**src/rtl/tiny_alu_pkg.sv**
```systemverilog
// -----------------------------------------------------------------------------
// tiny_alu_pkg
// Shared types and constants for the tiny_alu command front-end.
//   operation_t  : 3-bit ALU operation encoding
//   seq_state_t  : sequencer FSM states
//   alu_cmd_t    : one buffered command {op, a, b}
//   bypasses_alu : true for ops answered without starting the ALU
// -----------------------------------------------------------------------------
package tiny_alu_pkg;

    localparam int OPERAND_W = 8;
    localparam int RESULT_W  = 16;
    localparam int OP_W      = 3;

    typedef enum logic [OP_W-1:0] {
        no_op  = 3'd0,
        add_op = 3'd1,
        and_op = 3'd2,
        xor_op = 3'd3,
        mul_op = 3'd4,
        rst_op = 3'd7
    } operation_t;

    typedef enum logic [1:0] {
        IDLE = 2'd0,
        BUSY = 2'd1,
        RESP = 2'd2
    } seq_state_t;

    typedef struct packed {
        operation_t           op;
        logic [OPERAND_W-1:0] a;
        logic [OPERAND_W-1:0] b;
    } alu_cmd_t;

    // no_op and rst_op never touch the ALU; they are answered with a zero result.
    function automatic logic bypasses_alu(input operation_t op);
        return (op == no_op) || (op == rst_op);
    endfunction

endpackage

```
**src/rtl/tiny_alu_cmd_fifo.sv**
```systemverilog
// -----------------------------------------------------------------------------
// tiny_alu_cmd_fifo
// Synchronous command FIFO with asynchronous active-low reset.
// Ports:
//   clk_i, reset_n_i : clock (rising edge) and async active-low reset
//   push, push_data  : write request and entry; ignored while full
//   pop              : read request; ignored while empty
//   head             : entry at the read pointer (valid when !empty)
//   full, empty      : registered occupancy flags
// DEPTH must be a power of two so the pointers wrap naturally.
// -----------------------------------------------------------------------------
module tiny_alu_cmd_fifo
    import tiny_alu_pkg::*;
#(
    parameter int DEPTH = 4
) (
    input  logic     clk_i,
    input  logic     reset_n_i,
    input  logic     push,
    input  alu_cmd_t push_data,
    input  logic     pop,
    output alu_cmd_t head,
    output logic     full,
    output logic     empty
);

    localparam int PTR_W = $clog2(DEPTH);
    localparam int CNT_W = PTR_W + 1;

    alu_cmd_t         mem_r [DEPTH];
    logic [PTR_W-1:0] wr_ptr_r;
    logic [PTR_W-1:0] rd_ptr_r;
    logic [CNT_W-1:0] count_r;
    logic [CNT_W-1:0] count_next_s;
    logic             full_r;
    logic             empty_r;
    logic             push_eff_s;
    logic             pop_eff_s;

    assign push_eff_s = push && !full_r;
    assign pop_eff_s  = pop && !empty_r;
    assign head       = mem_r[rd_ptr_r];
    assign full       = full_r;
    assign empty      = empty_r;

    // Next occupancy; a simultaneous push and pop leaves the count unchanged.
    always_comb begin
        count_next_s = count_r;
        case ({push_eff_s, pop_eff_s})
            2'b10:   count_next_s = count_r + CNT_W'(1);
            2'b01:   count_next_s = count_r - CNT_W'(1);
            default: count_next_s = count_r;
        endcase
    end

    // Pointers, count and flags; flags are registered from the next count.
    always_ff @(posedge clk_i or negedge reset_n_i) begin
        if (!reset_n_i) begin
            wr_ptr_r <= {PTR_W{1'b0}};
            rd_ptr_r <= {PTR_W{1'b0}};
            count_r  <= {CNT_W{1'b0}};
            full_r   <= 1'b0;
            empty_r  <= 1'b1;
        end else begin
            if (push_eff_s) begin
                wr_ptr_r <= wr_ptr_r + PTR_W'(1);
            end
            if (pop_eff_s) begin
                rd_ptr_r <= rd_ptr_r + PTR_W'(1);
            end
            count_r <= count_next_s;
            full_r  <= (count_next_s == CNT_W'(DEPTH));
            empty_r <= (count_next_s == {CNT_W{1'b0}});
        end
    end

    // Storage array; cleared on reset so the head never shows stale X data.
    always_ff @(posedge clk_i or negedge reset_n_i) begin
        if (!reset_n_i) begin
            for (int i = 0; i < DEPTH; i++) begin
                mem_r[i] <= '0;
            end
        end else if (push_eff_s) begin
            mem_r[wr_ptr_r] <= push_data;
        end
    end

endmodule

```
**src/rtl/tiny_alu_cmd_sequencer.sv**
```systemverilog
// -----------------------------------------------------------------------------
// tiny_alu_cmd_sequencer
// Buffers ALU commands from a valid/ready source and issues them one at a
// time to tiny_alu using its start/done protocol; each result is returned in
// command order on a valid/ready response port.
// Ports:
//   clk_i, reset_n_i           : clock and async active-low reset
//   cmd_valid_i / cmd_ready_o  : command handshake (ready = buffer not full)
//   cmd_a_i, cmd_b_i, cmd_op_i : command payload
//   alu_start_o, alu_a_o, alu_b_o, alu_op_o : drive tiny_alu
//   alu_done_i, alu_result_i   : tiny_alu completion
//   rsp_valid_o / rsp_ready_i  : response handshake
//   rsp_result_o, rsp_op_o, rsp_error_o : response payload
// Optional feature: define TINY_ALU_CMD_SEQUENCER_TIMEOUT_EN to abort an ALU
// op after TIMEOUT_CYCLES busy cycles without done (rsp_error_o=1). Without
// it, BUSY waits indefinitely and rsp_error_o is tied low.
// -----------------------------------------------------------------------------
module tiny_alu_cmd_sequencer
    import tiny_alu_pkg::*;
#(
    parameter int CMD_FIFO_DEPTH = 4,
    parameter int TIMEOUT_CYCLES = 16
) (
    input  logic                 clk_i,
    input  logic                 reset_n_i,
    input  logic                 cmd_valid_i,
    output logic                 cmd_ready_o,
    input  logic [OPERAND_W-1:0] cmd_a_i,
    input  logic [OPERAND_W-1:0] cmd_b_i,
    input  logic [OP_W-1:0]      cmd_op_i,
    output logic                 alu_start_o,
    output logic [OPERAND_W-1:0] alu_a_o,
    output logic [OPERAND_W-1:0] alu_b_o,
    output logic [OP_W-1:0]      alu_op_o,
    input  logic                 alu_done_i,
    input  logic [RESULT_W-1:0]  alu_result_i,
    output logic                 rsp_valid_o,
    input  logic                 rsp_ready_i,
    output logic [RESULT_W-1:0]  rsp_result_o,
    output logic [OP_W-1:0]      rsp_op_o,
    output logic                 rsp_error_o
);

    // Elaboration-time guard on parameter legality.
    if ((CMD_FIFO_DEPTH < 2) || ((CMD_FIFO_DEPTH & (CMD_FIFO_DEPTH - 1)) != 0) ||
        (TIMEOUT_CYCLES < 1) || (TIMEOUT_CYCLES > 256)) begin : g_param_check
        $error("tiny_alu_cmd_sequencer: illegal CMD_FIFO_DEPTH or TIMEOUT_CYCLES");
    end

    alu_cmd_t             push_data_s;
    alu_cmd_t             head_s;
    logic                 fifo_full_s;
    logic                 fifo_empty_s;
    logic                 fifo_pop_s;
    logic                 cmd_push_s;

    seq_state_t           state_r;
    seq_state_t           state_next_s;

    logic                 alu_start_r;
    logic                 alu_start_next_s;
    logic [OPERAND_W-1:0] alu_a_r;
    logic [OPERAND_W-1:0] alu_a_next_s;
    logic [OPERAND_W-1:0] alu_b_r;
    logic [OPERAND_W-1:0] alu_b_next_s;
    operation_t           alu_op_r;
    operation_t           alu_op_next_s;

    logic                 rsp_valid_r;
    logic                 rsp_valid_next_s;
    logic [RESULT_W-1:0]  rsp_result_r;
    logic [RESULT_W-1:0]  rsp_result_next_s;
    operation_t           rsp_op_r;
    operation_t           rsp_op_next_s;

`ifdef TINY_ALU_CMD_SEQUENCER_TIMEOUT_EN
    // Last BUSY cycle index that may still complete normally.
    localparam logic [7:0] TIMEOUT_LIMIT = 8'(TIMEOUT_CYCLES - 1);

    logic [7:0]           to_cnt_r;
    logic [7:0]           to_cnt_next_s;
    logic                 rsp_error_r;
    logic                 rsp_error_next_s;
`endif

    assign cmd_ready_o  = !fifo_full_s;
    assign cmd_push_s   = cmd_valid_i && !fifo_full_s;
    assign push_data_s  = '{op: operation_t'(cmd_op_i), a: cmd_a_i, b: cmd_b_i};

    assign alu_start_o  = alu_start_r;
    assign alu_a_o      = alu_a_r;
    assign alu_b_o      = alu_b_r;
    assign alu_op_o     = alu_op_r;
    assign rsp_valid_o  = rsp_valid_r;
    assign rsp_result_o = rsp_result_r;
    assign rsp_op_o     = rsp_op_r;
`ifdef TINY_ALU_CMD_SEQUENCER_TIMEOUT_EN
    assign rsp_error_o  = rsp_error_r;
`else
    assign rsp_error_o  = 1'b0;
`endif

    tiny_alu_cmd_fifo #(
        .DEPTH     (CMD_FIFO_DEPTH)
    ) u_cmd_fifo (
        .clk_i     (clk_i),
        .reset_n_i (reset_n_i),
        .push      (cmd_push_s),
        .push_data (push_data_s),
        .pop       (fifo_pop_s),
        .head      (head_s),
        .full      (fifo_full_s),
        .empty     (fifo_empty_s)
    );

    // FSM next-state and next-output logic; every register holds by default.
    always_comb begin
        state_next_s      = state_r;
        fifo_pop_s        = 1'b0;
        alu_start_next_s  = alu_start_r;
        alu_a_next_s      = alu_a_r;
        alu_b_next_s      = alu_b_r;
        alu_op_next_s     = alu_op_r;
        rsp_valid_next_s  = rsp_valid_r;
        rsp_result_next_s = rsp_result_r;
        rsp_op_next_s     = rsp_op_r;
`ifdef TINY_ALU_CMD_SEQUENCER_TIMEOUT_EN
        rsp_error_next_s  = rsp_error_r;
        to_cnt_next_s     = to_cnt_r;
`endif
        case (state_r)
            IDLE: begin
                if (!fifo_empty_s) begin
                    fifo_pop_s = 1'b1;
                    if (bypasses_alu(head_s.op)) begin
                        rsp_valid_next_s  = 1'b1;
                        rsp_result_next_s = {RESULT_W{1'b0}};
                        rsp_op_next_s     = head_s.op;
`ifdef TINY_ALU_CMD_SEQUENCER_TIMEOUT_EN
                        rsp_error_next_s  = 1'b0;
`endif
                        state_next_s      = RESP;
                    end else begin
                        alu_start_next_s  = 1'b1;
                        alu_a_next_s      = head_s.a;
                        alu_b_next_s      = head_s.b;
                        alu_op_next_s     = head_s.op;
`ifdef TINY_ALU_CMD_SEQUENCER_TIMEOUT_EN
                        to_cnt_next_s     = 8'd0;
`endif
                        state_next_s      = BUSY;
                    end
                end else begin
                    state_next_s = IDLE;
                end
            end
            BUSY: begin
                // Done has priority over a timeout landing in the same cycle.
                if (alu_done_i) begin
                    alu_start_next_s  = 1'b0;
                    rsp_valid_next_s  = 1'b1;
                    rsp_result_next_s = alu_result_i;
                    rsp_op_next_s     = alu_op_r;
`ifdef TINY_ALU_CMD_SEQUENCER_TIMEOUT_EN
                    rsp_error_next_s  = 1'b0;
                    to_cnt_next_s     = 8'd0;
`endif
                    state_next_s      = RESP;
                end
`ifdef TINY_ALU_CMD_SEQUENCER_TIMEOUT_EN
                else if (to_cnt_r == TIMEOUT_LIMIT) begin
                    alu_start_next_s  = 1'b0;
                    rsp_valid_next_s  = 1'b1;
                    rsp_result_next_s = {RESULT_W{1'b0}};
                    rsp_op_next_s     = alu_op_r;
                    rsp_error_next_s  = 1'b1;
                    to_cnt_next_s     = 8'd0;
                    state_next_s      = RESP;
                end else begin
                    to_cnt_next_s = to_cnt_r + 8'd1;
                end
`else
                else begin
                    alu_start_next_s = 1'b1;
                end
`endif
            end
            RESP: begin
                // Leaving through IDLE guarantees a start-low gap between ops.
                if (rsp_ready_i) begin
                    rsp_valid_next_s = 1'b0;
                    state_next_s     = IDLE;
                end else begin
                    rsp_valid_next_s = 1'b1;
                end
            end
            default: begin
                alu_start_next_s = 1'b0;
                rsp_valid_next_s = 1'b0;
                state_next_s     = IDLE;
            end
        endcase
    end

    // FSM state and registered outputs; reset drops any in-flight op.
    always_ff @(posedge clk_i or negedge reset_n_i) begin
        if (!reset_n_i) begin
            state_r      <= IDLE;
            alu_start_r  <= 1'b0;
            alu_a_r      <= {OPERAND_W{1'b0}};
            alu_b_r      <= {OPERAND_W{1'b0}};
            alu_op_r     <= no_op;
            rsp_valid_r  <= 1'b0;
            rsp_result_r <= {RESULT_W{1'b0}};
            rsp_op_r     <= no_op;
        end else begin
            state_r      <= state_next_s;
            alu_start_r  <= alu_start_next_s;
            alu_a_r      <= alu_a_next_s;
            alu_b_r      <= alu_b_next_s;
            alu_op_r     <= alu_op_next_s;
            rsp_valid_r  <= rsp_valid_next_s;
            rsp_result_r <= rsp_result_next_s;
            rsp_op_r     <= rsp_op_next_s;
        end
    end

`ifdef TINY_ALU_CMD_SEQUENCER_TIMEOUT_EN
    // Timeout counter and error flag registers.
    always_ff @(posedge clk_i or negedge reset_n_i) begin
        if (!reset_n_i) begin
            to_cnt_r    <= 8'd0;
            rsp_error_r <= 1'b0;
        end else begin
            to_cnt_r    <= to_cnt_next_s;
            rsp_error_r <= rsp_error_next_s;
        end
    end
`endif

endmodule

```
**config.mk**
```make
export PLATFORM = sky130hd
export DESIGN_NAME = tiny_alu_cmd_sequencer
export DESIGN_NICKNAME = d
export VERILOG_FILES = /design/src/rtl/tiny_alu_pkg.sv /design/src/rtl/tiny_alu_cmd_fifo.sv /design/src/rtl/tiny_alu_cmd_sequencer.sv
export SDC_FILE = /design/constraint.sdc
export NUM_CORES = 1
export LEC_CHECK = 0
export CAP_MARGIN = 20
export CORE_ASPECT_RATIO = 0.8
export CORE_MARGIN = 2
export CORE_UTILIZATION = 30
export DETAILED_ROUTE_END_ITERATION = 6
export MAX_ROUTING_LAYER = met4
export SKIP_CTS_REPAIR_TIMING = 1
export SYNTH_ARGS = -nofsm -noshare
export SYNTH_HDL_FRONTEND = slang
export SYNTH_HIERARCHICAL = 1
export SYNTH_SLANG_ARGS = --single-unit
```
**constraint.sdc**
```tcl
create_clock -name clk_i -period 3.7 [get_ports clk_i]
set_input_delay 1.11 -clock clk_i [delete_from_list [all_inputs] [get_ports clk_i]]
set_output_delay 1.11 -clock clk_i [all_outputs]
set_load 0.05 [all_outputs]
```
* After elaboration in Yosys (flattened, before gate mapping) *
Cells that the tools add are included.

operators by class
  reduce and logical (&&, ||, !) cells = 16
  multiplexer cells = 31
  bitwise operators = 5
  order comparisons = 3
  equality and inequality tests = 11
  $add $sub $neg = 4

operator list
  operator                                                                number
  76-bit bitwise mux                                                      1
  19-bit 2-to-1 mux                                                       3
  16-bit 2-to-1 mux                                                       3
  19-bit binary-select mux with 2-bit select                              1
  19-bit demux with 2-bit select                                          1
  16-bit one-hot mux with 2 select lines                                  1
  3-bit one-hot mux with 2 select lines                                   2
  2-bit inequality test (second input constant)                           5
  1-bit 2-to-1 mux                                                        9
  3-bit 2-to-1 mux                                                        3
  3-bit AND reduction                                                     3
  2-bit 2-to-1 mux                                                        4
  3-bit equality test (second input constant)                             2
  3-bit >= comparator (second input constant)                             2
  3-bit zero test                                                         2
  2-bit inverter with 3-bit output                                        2
  1-bit one-hot mux with 3 select lines                                   2
  2-bit one-hot mux with 3 select lines                                   1
  2-bit by 1-bit adder with 2-bit output (second input constant)          2
  2-bit by 1-bit equality test with 1-bit output (second input constant)  2
  2-bit equality test (second input constant)                             2
  1-bit logical AND                                                       4
  4-bit AND reduction                                                     1
  3-bit by 1-bit adder with 3-bit output (second input constant)          1
  other kinds (8)                                                         11

word-level totals
  register bits after elaboration = 127
  logic and storage cells = 95
  output and inout bits = 42
  input port bits = 40

* Longest topological paths before layout *
  depth after elaboration = 9
  depth in mapped cells = 9
  gate-level depth less buffers = 8

* By module *
Netlist, hierarchy kept.

modules (own cells, without submodules)
  module                  seq. area each (sq um)  area an instance (sq um)  instances  cells an instance
  tiny_alu_cmd_fifo       2128.3                  4018.9                    1          224
  tiny_alu_cmd_sequencer  1051.0                  1799.2                    1          153

* Least setup slack after synthesis *
Ideal clock, no wire load.

  kind = in2reg
  start point = input port cmd_valid_i
  end point = register u_cmd_fifo.count_r[2]
  arrival = 2.811 ns
  path slack = 0.761 ns
  buffers on the path = 1
  cell stages on the path = 9
  library setup time = 0.127 ns
  data required time = 3.573 ns
  cells stage by stage = nor2b_1 -> nor2b_4 -> buf_12 -> inv_1 -> ha_1 -> fa_1 -> xnor2_1 -> o21a_1 -> or2_2

on the way
  longest elaborated chain between the ends = 4
  elaborated cells between the ends (all ways) = 5
  those cells by class = 2 x eq/ne; 1 x mux; 2 x reduce/logical

RTL lines
  element                                                                                line                          RTL
  start, declared                                                                        tiny_alu_cmd_sequencer.sv:26  input logic cmd_valid_i,
  1-bit logical AND (*)                                                                  tiny_alu_cmd_sequencer.sv:87  assign cmd_push_s = cmd_valid_i && !fifo_full_s;
  1-bit logical AND (*)                                                                  tiny_alu_cmd_fifo.sv:40       assign push_eff_s = push && !full_r;
  2-bit by 1-bit equality test with 1-bit output or 2-bit equality test (tied branches)  tiny_alu_cmd_fifo.sv:49       case ({push_eff_s, pop_eff_s})
  3-bit one-hot mux with 2 select lines (*)                                              tiny_alu_cmd_fifo.sv:49
  net u_cmd_fifo.count_next_s[2]                                                         tiny_alu_cmd_fifo.sv:34       logic [CNT_W-1:0] count_next_s;
  end signal, assigned                                                                   tiny_alu_cmd_fifo.sv:61       count_r <= {CNT_W{1'b0}};
  end signal, assigned                                                                   tiny_alu_cmd_fifo.sv:71       count_r <= count_next_s;
  end, declared                                                                          tiny_alu_cmd_fifo.sv:33       logic [CNT_W-1:0] count_r;

Mark *: on every way through the listed nets, which the timed path passes. The rest lies on a longest branch.
A chain may end at the register's enable or synchronous reset.

* Worst setup path after layout *
  start point = input port cmd_valid_i
  end point = register u_cmd_fifo.count_r[2]

on the way
  longest elaborated chain between the ends = 4
  elaborated cells between the ends (all ways) = 5
  those cells by class = 2 x eq/ne; 1 x mux; 2 x reduce/logical

RTL lines
  element                                                                                line                          RTL
  1-bit logical AND (*)                                                                  tiny_alu_cmd_sequencer.sv:87
  net cmd_push_s                                                                         tiny_alu_cmd_sequencer.sv:55  logic cmd_push_s;
  1-bit logical AND (*)                                                                  tiny_alu_cmd_fifo.sv:40
  2-bit by 1-bit equality test with 1-bit output or 2-bit equality test (tied branches)  tiny_alu_cmd_fifo.sv:49
  3-bit one-hot mux with 2 select lines (*)                                              tiny_alu_cmd_fifo.sv:49
  net u_cmd_fifo.count_next_s[2]                                                         tiny_alu_cmd_fifo.sv:34

Marks and branches as above.

==> metrics <==
DRC 0; top_reg_cell synth dfrtp_1; Synth top area share 54.2%; grt total ovfl 0; Hold Crit Class reg -> reg; num ports 82; H-tree lvl count 4; Peak Freq 0.350 GHz; PortBufs 80; post-synthesis register bit count 127; final wirelength 12,100 µm; P per Cell Area 1090 nW/µm²; Worst Path Required 3.99 ns; sequential fraction of the synthesis area 54.6%; Starting Density 30.7%; Total Routing Usage GR 13.0%; drt first pass iters 4; nets 508; clk root buf clkbuf_16; CTS buffer count 17; setup violators final 0; CP Class in -> reg; Filler Cells Inserted 1,776; RD Place Congestion 0.730; share of layout cells above drive strength 1 34.7%; Tmin final 2.86 ns; Mapped Area 5820 µm²; Ys Warns 6; part of the cycle the worst path needs 77.3%; RSZ-0062 raised after global routing false; num rows 45; area of the multi-input gates 2420 µm²; EDFF count, synth 0; Detailed Place HPWL 7900 µm; Worst Tran Pin Value 0.753 ns; skew final 0.00625 ns; Clk Latency, worst-skew pair 0.42 ns; CP Launch Type input pin; share of flip-flops with an asynchronous set or reset 100%; Die ar. 20,500 µm²; Arrival @ worst endpoint 3.15 ns; Die Span X 160 µm; vias in the first global route 3,628; final setup TNS 0 ns; initial antenna violation count 0; Post-DP Area 6790 µm²; first-pass GRT wire length 19,800 µm; Synth area leader dfrtp_1; CTS Buffer Depth 2; Distinct cells, synth 44; final standard cell area without fillers 7410 µm²; Crit. End Element flop; Mapped Avg Cell Area 15.4 µm²; Reg area 3180 µm²; Die Y-Extent 129 µm; top cells by area, synth dfrtp_1 54%, mux2_4 15%, mux4_2 7.4%, mux2_2 7.2%, nand2_1 2.4%; Post-Syn Nets 423; max cap viols 0; leakage 3.26 nW; Peak VDD IR 0.396 mV; Clock Sinks 127; Max-slew headroom 49.6%; core area 19,000 µm²; initial drt markers 136; largest net degree at the start of global routing 47; WHS 0.499 ns; CTS tree done; Power Total 8.05 mW; status finished, final reports clean; Final Hold Fails 0; DR vias/cell 4.52; antenna viol nets, final 0; Syn Inst Count 377; Synth-to-Final Area Change 27.4%; Final Max Slew Viols 0; Antenna diodes 0; WL per Instance 16.6 µm; Vias 3,312; Max Fanout on Critical Path 3; Reg clk slew, reported paths 0.06 ns; Finished Core Util 39.1%
==> state kept, by name (all words and copies together) (netlist names), 3 cells and up <==
signal	flops
u_cmd_fifo/mem_r	76
rsp_result_o	16
alu_a_o	8
alu_b_o	8
alu_op_o	3
rsp_op_o	3
u_cmd_fifo/count_r	3
==> metrics by stage <==
stage | std cells | worst slack, ns
final | 733 | 0.840
after global routing | 733 | 0.656
after CTS | 733 | 0.843
after detailed placement | 701 | 0.403
after global placement | 701 | 0.454
after floorplan | 377 | 0.761
==> cell usage after synthesis, types with 2 or more instances <==
library cell	instances
inv_1	5
xnor2_1	5
o21ai_0	17
mux2_2	37
mux4_2	19
buf_6	3
nand2_8	4
buf_12	5
mux2_4	58
nor2b_1	2
buf_4	3
o22ai_1	4
ha_1	5
nor2_1	5
nor3_1	2
clkbuf_1	6
nand2_1	37
a21oi_1	5
nand3_1	3
dfrtp_1	126
or3_1	2
buf_2	2
==> area by class of cell <==
type | instances | share of cell area (%)
timing repair buffer | 86 | 11.4
clock inverter | 14 | 2.46
sequential | 127 | 42.9
inverter | 6 | 0.321
tap | 258 | 4.36
clock buffer | 18 | 5.93
multi-input combinational | 224 | 32.7
==> cells in the final DEF, fill, tap and decap left out, types with 2 or more instances in the layout <==
cell             count
mux4_2              19
buf_4                7
nand2_8              4
clkinv_2             2
clkinvlp_4           2
a21oi_1              5
clkbuf_16           17
o21ai_0             17
nand2_1             37
nor3_1               2
ha_1                 5
nand3_1              3
clkinv_4             5
nor2b_1              2
mux2_4              58
mux2_2              37
bufinv_16            3
inv_1                5
dfrtp_1            126
xnor2_1              5
clkdlybuf4s50_1     79
o22ai_1              4
nor2_1               5
inv_6                2
or3_1                2
==> per-layer routing <==
metal / vias to the layer above / global-route usage (%) / wire length [µm]
li1: 1520 / - / -
met1: 1715 / 16.3 / 5570
met2: 69 / 20.3 / 5910
met3: 8 / 4.03 / 561
met4: 0 / 3.69 / 95
met5: - / - / 0
==> kinds of logic (layout without fill, tap and decap cells) <==
family          Yosys count  after routing  share of synthesized area (%)
xor+xnor                  6              6                          0.903
simple gates             64             64                           6.43
buf+inv                  26            124                           3.74
mux                     115            115                           29.7
fa+ha+maj                 6              6                           1.42
other cells               1              1                         0.0645
flops                   127            127                           54.6
compound gates           32             32                           3.14
==> power breakdown <==
| part | switching (mW) | internal [mW] | total, mW |
|---|---|---|---|
| clock network | 0.647 | 1.09 | 1.74 |
| registers | 0.449 | 2.10 | 2.55 |
| logic | 1.85 | 1.91 | 3.76 |
==> final timing paths <==
kind	to	from	depth (start not counted)	slack (ns)
max	u_cmd_fifo/count_r[2]$_DFF_PN0_	cmd_valid_i	9	0.84
min	u_cmd_fifo/mem_r[62]$_DFFE_PN0P_	u_cmd_fifo/mem_r[62]$_DFFE_PN0P_	1	0.50
max reg2reg	rsp_result_o[6]$_DFFE_PN0P_	u_cmd_fifo/rd_ptr_r[0]$_DFFE_PN0N_	4	0.89
min reg2reg	u_cmd_fifo/mem_r[62]$_DFFE_PN0P_	u_cmd_fifo/mem_r[62]$_DFFE_PN0P_	1	0.50
max in group asynchronous	rsp_result_o[5]$_DFFE_PN0P_	reset_n_i	2	2.17
min in group asynchronous	u_cmd_fifo/mem_r[16]$_DFFE_PN0P_	reset_n_i	1	0.70
==> worst max-delay path, stage by stage <==
cell and delay [ns]:
clkdlybuf4s50_1 0.45, nor2b_1 0.12, nor2b_4 0.14, inv_1 0.05, ha_1 0.22, fa_1 0.38, xnor2_1 0.30, nor3_1 0.10
or2_2 0.29
Power figures use the tool's default switching activity.
